`config.mk`:
```
export PLATFORM = sky130hd
export DESIGN_NAME = axis_spi_reg_bridge_flat
export DESIGN_NICKNAME = d
export VERILOG_FILES = /design/src/rtl/spi_bridge_pkg.sv /design/src/rtl/axis_if.sv /design/src/rtl/spi_bridge_watchdog.sv /design/src/rtl/axis_spi_reg_bridge.sv /design/src/flat_wrapper.sv
export SDC_FILE = /design/constraint.sdc
export NUM_CORES = 1
export LEC_CHECK = 0
export CORE_UTILIZATION = 46
export DETAILED_ROUTE_END_ITERATION = 6
export PLACE_DENSITY = 0.88
export RECOVER_POWER = 25
export SLEW_MARGIN = 0
export SYNTH_ARGS = -nofsm -noshare
export SYNTH_HDL_FRONTEND = slang
export SYNTH_SLANG_ARGS = --single-unit
```
`constraint.sdc`:
```
create_clock -name clk_i -period 2 [get_ports clk_i]
set_clock_uncertainty 0.15 [all_clocks]
set_input_delay 0.2 -clock clk_i [delete_from_list [all_inputs] [get_ports clk_i]]
set_output_delay 0.2 -clock clk_i [all_outputs]
set_load 0.005 [all_outputs]
```
`src/rtl/spi_bridge_pkg.sv`:
```
// Shared types for the AXI-Stream SPI register bridge.
//   bridge_state_e : frame sequencer states (IDLE, SEND, RECV, RESP)
//   RW_READ/RW_WRITE : value of the header MSB selecting read or write
package spi_bridge_pkg;

  typedef enum logic [1:0] {
    IDLE = 2'd0,
    SEND = 2'd1,
    RECV = 2'd2,
    RESP = 2'd3
  } bridge_state_e;

  localparam logic RW_READ  = 1'b1;
  localparam logic RW_WRITE = 1'b0;

endpackage

```
`src/rtl/axis_if.sv`:
```
// Minimal AXI-Stream byte interface used between the bridge and the SPI master.
//   tdata/tvalid/tlast : source -> sink
//   tready             : sink -> source
interface axis_if #(
  parameter int unsigned DATA_WIDTH = 8
);
  logic [DATA_WIDTH-1:0] tdata;
  logic                  tvalid;
  logic                  tready;
  logic                  tlast;

  modport master (output tdata, output tvalid, output tlast, input tready);
  modport slave  (input tdata, input tvalid, input tlast, output tready);
endinterface

```
`src/rtl/spi_bridge_watchdog.sv`:
```
// Response watchdog for the SPI register bridge.
//   i_clk, i_rst_n : clock, asynchronous active-low reset
//   i_state        : current bridge state
//   o_expired      : high in the cycle the count in SEND/RECV reaches TIMEOUT-1
// The count restarts on every state change; it advances only in SEND or RECV.
module spi_bridge_watchdog
  import spi_bridge_pkg::*;
#(
  parameter int unsigned TIMEOUT = 1024
) (
  input  logic          i_clk,
  input  logic          i_rst_n,
  input  bridge_state_e i_state,
  output logic          o_expired
);

  localparam int unsigned CW = (TIMEOUT > 2) ? $clog2(TIMEOUT) : 1;
  localparam logic [CW-1:0] LIMIT = CW'(TIMEOUT - 1);

  bridge_state_e r_prev_state;
  logic [CW-1:0] r_count;
  logic [CW-1:0] w_count;
  logic          w_active;

  assign w_active  = (i_state == SEND) || (i_state == RECV);
  // A fresh state sees count 0 in its first cycle, so expiry lands exactly
  // TIMEOUT cycles after entry.
  assign w_count   = (i_state != r_prev_state) ? '0 : r_count;
  assign o_expired = w_active && (w_count == LIMIT);

  always_ff @(posedge i_clk or negedge i_rst_n) begin
    if (!i_rst_n) begin
      r_prev_state <= IDLE;
      r_count      <= '0;
    end else begin
      r_prev_state <= i_state;
      r_count      <= w_active ? (w_count + 1'b1) : w_count;
    end
  end

endmodule

```
`src/rtl/axis_spi_reg_bridge.sv`:
```
// Register-access front end for the AXI-Stream SPI master.
// Serialises one read/write command into a frame {rw,reg} + REG_BYTES data
// bytes on m_axis (tlast on the final byte), collects the echoed MISO bytes
// from s_axis and returns them as one response. One byte in flight at a time.
// Ports:
//   clk_i, arstn_i           : clock, asynchronous active-low reset
//   cmd_*                    : command channel (ready only in IDLE)
//   rsp_*                    : response channel (data/err stable until ready)
//   spi_addr_o               : chip-select index latched at command accept
//   m_axis / s_axis          : TX to / RX from the SPI master
// Optional macro SPI_BRIDGE_TIMEOUT_EN: response watchdog sets rsp_err_o on
// expiry; without it rsp_err_o is 0 and the bridge waits indefinitely.
module axis_spi_reg_bridge
  import spi_bridge_pkg::*;
#(
  parameter int unsigned DATA_WIDTH = 8,
  parameter int unsigned ADDR_WIDTH = 7,
  parameter int unsigned REG_BYTES  = 2,
  parameter int unsigned SLAVE_NUM  = 2,
  parameter int unsigned TIMEOUT    = 1024
) (
  input  logic                            clk_i,
  input  logic                            arstn_i,
  input  logic                            cmd_valid_i,
  output logic                            cmd_ready_o,
  input  logic                            cmd_rw_i,
  input  logic [$clog2(SLAVE_NUM)-1:0]    cmd_slave_i,
  input  logic [ADDR_WIDTH-1:0]           cmd_reg_i,
  input  logic [REG_BYTES*DATA_WIDTH-1:0] cmd_wdata_i,
  output logic                            rsp_valid_o,
  input  logic                            rsp_ready_i,
  output logic [REG_BYTES*DATA_WIDTH-1:0] rsp_rdata_o,
  output logic                            rsp_err_o,
  output logic [$clog2(SLAVE_NUM)-1:0]    spi_addr_o,
  axis_if.master                          m_axis,
  axis_if.slave                           s_axis
);

  localparam int unsigned PW   = REG_BYTES * DATA_WIDTH;
  localparam int unsigned CNTW = $clog2(REG_BYTES + 1);
  localparam logic [CNTW-1:0] CNT_LOAD = CNTW'(REG_BYTES);

  bridge_state_e                  r_state;
  logic                           r_cmd_ready;
  logic                           r_rsp_valid;
  logic                           r_rsp_err;
  logic                           r_tx_valid;
  logic                           r_tx_last;
  logic [DATA_WIDTH-1:0]          r_tx_data;
  logic                           r_rx_ready;
  logic [CNTW-1:0]                r_cnt;
  logic [PW-1:0]                  r_payload;
  logic [PW-1:0]                  r_rx;
  logic [$clog2(SLAVE_NUM)-1:0]   r_spi_addr;
  logic                           w_timeout;
  logic                           w_unused;

`ifdef SPI_BRIDGE_TIMEOUT_EN
  spi_bridge_watchdog #(
    .TIMEOUT (TIMEOUT)
  ) u_watchdog (
    .i_clk     (clk_i),
    .i_rst_n   (arstn_i),
    .i_state   (r_state),
    .o_expired (w_timeout)
  );
  assign w_unused = s_axis.tlast;
`else
  assign w_timeout = 1'b0;
  assign w_unused  = s_axis.tlast & (TIMEOUT != 0);
`endif

  assign cmd_ready_o   = r_cmd_ready;
  assign rsp_valid_o   = r_rsp_valid;
  assign rsp_rdata_o   = r_rx;
  assign rsp_err_o     = r_rsp_err;
  assign spi_addr_o    = r_spi_addr;
  assign m_axis.tvalid = r_tx_valid;
  assign m_axis.tlast  = r_tx_last;
  assign m_axis.tdata  = r_tx_data;
  assign s_axis.tready = r_rx_ready;

  always_ff @(posedge clk_i or negedge arstn_i) begin
    if (!arstn_i) begin
      r_state     <= IDLE;
      r_cmd_ready <= 1'b1;
      r_rsp_valid <= 1'b0;
      r_rsp_err   <= 1'b0;
      r_tx_valid  <= 1'b0;
      r_tx_last   <= 1'b0;
      r_tx_data   <= '0;
      r_rx_ready  <= 1'b0;
      r_cnt       <= '0;
      r_payload   <= '0;
      r_rx        <= '0;
      r_spi_addr  <= '0;
    end else begin
      case (r_state)
        IDLE: begin
          if (cmd_valid_i && r_cmd_ready) begin
            r_cmd_ready <= 1'b0;
            r_tx_valid  <= 1'b1;
            r_tx_last   <= 1'b0;
            r_tx_data   <= {cmd_rw_i, cmd_reg_i};
            r_payload   <= (cmd_rw_i == RW_READ) ? '0 : cmd_wdata_i;
            r_cnt       <= CNT_LOAD;
            r_rx        <= '0;
            r_rsp_err   <= 1'b0;
            r_spi_addr  <= cmd_slave_i;
            r_state     <= SEND;
          end
        end
        SEND: begin
          if (w_timeout) begin
            r_tx_valid  <= 1'b0;
            r_rsp_valid <= 1'b1;
            r_rsp_err   <= 1'b1;
            r_state     <= RESP;
          end else if (m_axis.tready) begin
            r_tx_valid <= 1'b0;
            r_rx_ready <= 1'b1;
            r_state    <= RECV;
          end
        end
        RECV: begin
          if (s_axis.tvalid) begin
            // Header echo carries no register data.
            if (r_cnt != CNT_LOAD) begin
              r_rx <= PW'({r_rx, s_axis.tdata});
            end
            r_rx_ready <= 1'b0;
            if (r_cnt == '0) begin
              r_rsp_valid <= 1'b1;
              r_state     <= RESP;
            end else begin
              r_cnt      <= r_cnt - 1'b1;
              r_tx_data  <= r_payload[PW-1 -: DATA_WIDTH];
              r_payload  <= r_payload << DATA_WIDTH;
              r_tx_last  <= (r_cnt == CNTW'(1));
              r_tx_valid <= 1'b1;
              r_state    <= SEND;
            end
          end else if (w_timeout) begin
            r_rx_ready  <= 1'b0;
            r_rsp_valid <= 1'b1;
            r_rsp_err   <= 1'b1;
            r_state     <= RESP;
          end
        end
        RESP: begin
          if (rsp_ready_i) begin
            r_rsp_valid <= 1'b0;
            r_cmd_ready <= 1'b1;
            r_state     <= IDLE;
          end
        end
        default: r_state <= IDLE;
      endcase
    end
  end

endmodule

```
`src/flat_wrapper.sv`:
```
// flat-port wrapper written by rule: the top's interface ports become plain ports
module axis_spi_reg_bridge_flat import spi_bridge_pkg::*;
#(
  parameter int unsigned DATA_WIDTH = 8,
  parameter int unsigned ADDR_WIDTH = 7,
  parameter int unsigned REG_BYTES  = 2,
  parameter int unsigned SLAVE_NUM  = 2,
  parameter int unsigned TIMEOUT    = 1024
)
  (clk_i, arstn_i, cmd_valid_i, cmd_ready_o, cmd_rw_i, cmd_slave_i, cmd_reg_i, cmd_wdata_i, rsp_valid_o, rsp_ready_i, rsp_rdata_o, rsp_err_o, spi_addr_o, m_axis_tdata, m_axis_tvalid, m_axis_tlast, m_axis_tready, s_axis_tdata, s_axis_tvalid, s_axis_tlast, s_axis_tready);
  axis_if #(.DATA_WIDTH(DATA_WIDTH)) m_axis_i ();
  axis_if #(.DATA_WIDTH(DATA_WIDTH)) s_axis_i ();
  input  logic clk_i;
  input  logic arstn_i;
  input  logic cmd_valid_i;
  output logic cmd_ready_o;
  input  logic cmd_rw_i;
  input  logic [$clog2(SLAVE_NUM)-1:0] cmd_slave_i;
  input  logic [ADDR_WIDTH-1:0] cmd_reg_i;
  input  logic [REG_BYTES*DATA_WIDTH-1:0] cmd_wdata_i;
  output logic rsp_valid_o;
  input  logic rsp_ready_i;
  output logic [REG_BYTES*DATA_WIDTH-1:0] rsp_rdata_o;
  output logic rsp_err_o;
  output logic [$clog2(SLAVE_NUM)-1:0] spi_addr_o;
  output wire logic [$bits(m_axis_i.tdata)-1:0] m_axis_tdata;
  output wire logic [$bits(m_axis_i.tvalid)-1:0] m_axis_tvalid;
  output wire logic [$bits(m_axis_i.tlast)-1:0] m_axis_tlast;
  input wire logic [$bits(m_axis_i.tready)-1:0] m_axis_tready;
  input wire logic [$bits(s_axis_i.tdata)-1:0] s_axis_tdata;
  input wire logic [$bits(s_axis_i.tvalid)-1:0] s_axis_tvalid;
  input wire logic [$bits(s_axis_i.tlast)-1:0] s_axis_tlast;
  output wire logic [$bits(s_axis_i.tready)-1:0] s_axis_tready;
  assign m_axis_tdata = m_axis_i.tdata;
  assign m_axis_tvalid = m_axis_i.tvalid;
  assign m_axis_tlast = m_axis_i.tlast;
  assign m_axis_i.tready = m_axis_tready;
  assign s_axis_i.tdata = s_axis_tdata;
  assign s_axis_i.tvalid = s_axis_tvalid;
  assign s_axis_i.tlast = s_axis_tlast;
  assign s_axis_tready = s_axis_i.tready;
  axis_spi_reg_bridge #(.DATA_WIDTH(DATA_WIDTH), .ADDR_WIDTH(ADDR_WIDTH), .REG_BYTES(REG_BYTES), .SLAVE_NUM(SLAVE_NUM), .TIMEOUT(TIMEOUT)) u_core (.clk_i(clk_i), .arstn_i(arstn_i), .cmd_valid_i(cmd_valid_i), .cmd_ready_o(cmd_ready_o), .cmd_rw_i(cmd_rw_i), .cmd_slave_i(cmd_slave_i), .cmd_reg_i(cmd_reg_i), .cmd_wdata_i(cmd_wdata_i), .rsp_valid_o(rsp_valid_o), .rsp_ready_i(rsp_ready_i), .rsp_rdata_o(rsp_rdata_o), .rsp_err_o(rsp_err_o), .spi_addr_o(spi_addr_o), .m_axis(m_axis_i), .s_axis(s_axis_i));
endmodule
```
==> metrics.yaml <==
status: "finished clean"
cp-start-kind: "flop"
cts_setup_buffers: 0
crit_fanout: 24
synth_area_leaders: "dfrtp_1 54%, a22o_1 6.2%, nand2_1 4.8%"
route.detailed.drc: 0
final_antenna_net_count: 0
multi_input_area_um2: 882
start_util: 0.478
clk_pin_slew_ns: 0.09
cts_tree: "built"
vias: 1903
grt_max_degree: 30
synth_cell_types: 29
placed_cell_area_um2: 3040
numCtsBuffers: 5
reg2reg_slack_ns: 0.12
period_minus_slack_ns: 1.88
io_buffers: 68
fp.coreArea_um2: 4720
p_clk_frac: 0.157
synthCells: 218
syn_nets: 261
clk_latency_ns: 0.30
yosysWarnings: 0
min_path_cells: 3
combPwrFrac: 0.429
p_int_mw: 2.99
crit_required_ns: 2.07
seq_area_um2: 1250
first_pass_iters: 4
dpl.hpwl_mm: 3.68
layout-drive-gt1-share: 0.0807
p_seq_frac: 0.414
final_max_slew_viol_count: 0
sw_frac_of_total: 0.326
yosys.area.top_type_share: 0.543
worst_pin_slew_ns: 1.30
crit_arrival_ns: 1.95
finalSetupViolCount: 0
rsz0062_at_grt: "false"
synth_edf_count: 0
root_buffer: "clkbuf_8"
r2r_cells: 4
postSynthAreaPerCell_um2: 10.4
grt_pass1_vias: 1885
io_pins: 71
syn_area_um2: 2260
cts_repair_resize_count: 0
synth_area_leader_cell: "dfrtp_1"
die_w_um: 72.1
vdd_drop_max_uv: 607
slew_headroom: 0.134
worst-setup-path-type: "flop to flop"
fill_cells: 346
overflow: 0
hold_buffers: 1
slowest_stage: "dfstp_2"
timing.fmax_ghz: 0.532
antenna_found_initial: 0
nNetsFinal: 327
crit_family: "flip-flops"
crit_buf_inv: 1
syn_to_final_growth_pct: 39.7
wire_per_inst_um: 15.3
final_cell_area_um2: 3150
layout_setup_ws_ns: 0.119
die_h_um: 72.1
p_switching_mw: 1.45
drt_iter0_drc: 153
htree_levels: 2
hold_viol_final: 0
max_stage_delay_ns: 0.58
ys_ff_latch: 50
dieArea_um2: 5190
synthFlopType: "dfrtp_1"
dp_slack_ns: 0.0887
n_antenna_cell: 0
path_depth: 4
wirelength_mm: 5.37
crit_chain: "nor4bb_4, buf_4, nor3_1, a31oi_1"
maxCapViolations: 0
p_leak_nw: 1.32
fin_tns_setup_ns: 0
clkSinkCount: 50
crit_path_end_kind: "flop"
pwr_density_cell_nw_per_um2: 1410
synth_most_common_cell: "dfrtp_1"
hold_class: "input pin to flop"
grt_pass1_wl_mm: 8.74
vias_per_cell: 5.41
place_congestion: 0.784
clk_path_buf_depth: 2
synthTopCellsByCount: "49 x dfrtp_1, 29 x nand2_1, 17 x a31oi_1"
period_share: 0.941
track_usage: 0.220
async_flop_share: 1.00
utilization: 0.668
ys_seq_area_frac: 0.555
placementRows: 25
==> worst paths after layout <==
kind | startpoint | to
max in group asynchronous | arstn_i | u_core.rsp_valid_o$_DFFE_PN0P_
min | cmd_reg_i[4] | u_core.m_axis.tdata[4]$_DFFE_PN0P_
max | u_core.cmd_ready_o$_DFFE_PN1P_ | u_core.r_payload[12]$_DFFE_PN0P_
min in group asynchronous | arstn_i | u_core.m_axis.tdata[7]$_DFFE_PN0P_
min reg2reg | u_core.m_axis.tvalid$_DFFE_PN0P_ | u_core.m_axis.tvalid$_DFFE_PN0P_
max reg2reg | u_core.cmd_ready_o$_DFFE_PN1P_ | u_core.r_payload[12]$_DFFE_PN0P_
==> metal layers <==
metal  global-route usage  vias up  share of wire
met5                    0        -              0
met4                0.120        0          0.034
met3               0.0361       19          0.048
met2                0.341       69           0.49
met1                0.300      907           0.43
li1                     -      908              -
==> worst min-delay path, cell delays in order <==
cell             delay [ns]
clkdlybuf4s50_1        0.39
nand2_1                0.06
a31oi_1                0.07
==> metrics by stage <==
stage	power, mW	hold WS, ns	std cells
CTS	4.46	0.274	352
finish	4.44	0.313	352
detailed placement	3.75	0.0595	343
global placement	3.64	0.0535	343
global route	4.74	0.331	352
floorplan	2.76	-0.246	218
==> state kept, by name, indices dropped and copies added, names as in the netlist, 2 cells and up <==
signal,flops
u_core.r_state,2
u_core.r_cnt,2
u_core.m_axis.tdata,8
u_core.rsp_rdata_o,16
u_core.r_payload,16
==> kinds of logic (layout without fill, tap and decap cells) <==
family                     after synthesis  count (layout)  synth area share
and+or+nand+nor                         77              77             0.191
AOI/OAI and AO/OA                       55              55             0.164
DFF                                     50              50             0.555
buffers and inverters                   31              98            0.0676
adders and majority gates                3               3            0.0166
other                                    1               1           0.00166
muxes                                    1               1           0.00499
==> power groups by stage <==
stage	sequential, mW	combinational, mW	clock (mW)
after floorplan	1.80	0.958	0
after global placement	1.81	1.83	0
after detailed placement	1.85	1.90	0
after CTS	1.84	1.92	0.708
after global routing	1.90	2.09	0.752
final	1.84	1.91	0.697
==> cells in the final DEF, fill, tap and decap left out <==
master / instances
a21o_1: 1
a21oi_1: 5
a22o_1: 16
a22oi_1: 1
a2bb2oi_1: 1
a31oi_1: 17
buf_12: 2
buf_4: 8
bufinv_16: 1
clkbuf_1: 2
clkbuf_8: 5
clkdlybuf4s50_1: 67
clkinvlp_4: 1
conb_1: 1
dfrtp_1: 49
dfstp_2: 1
dlygate4sd3_1: 1
ha_1: 3
inv_1: 11
mux2_2: 1
nand2_1: 29
nand2b_1: 3
nand3b_1: 9
nand4b_1: 8
nor2_1: 3
nor2_2: 1
nor2b_1: 4
nor3_1: 16
nor4bb_2: 1
nor4bb_4: 2
o21ai_0: 2
o21ai_1: 11
o2bb2ai_1: 1
or2_1: 1
==> cell type report <==
type	count	area share
clock buffer	6	0.0230
clock inverter	2	0.0119
inverter	11	0.0131
multi-input combinational	137	0.280
sequential	50	0.397
tap	67	0.0266
timing repair buffer	79	0.249
Power figures use the tool's default switching activity.
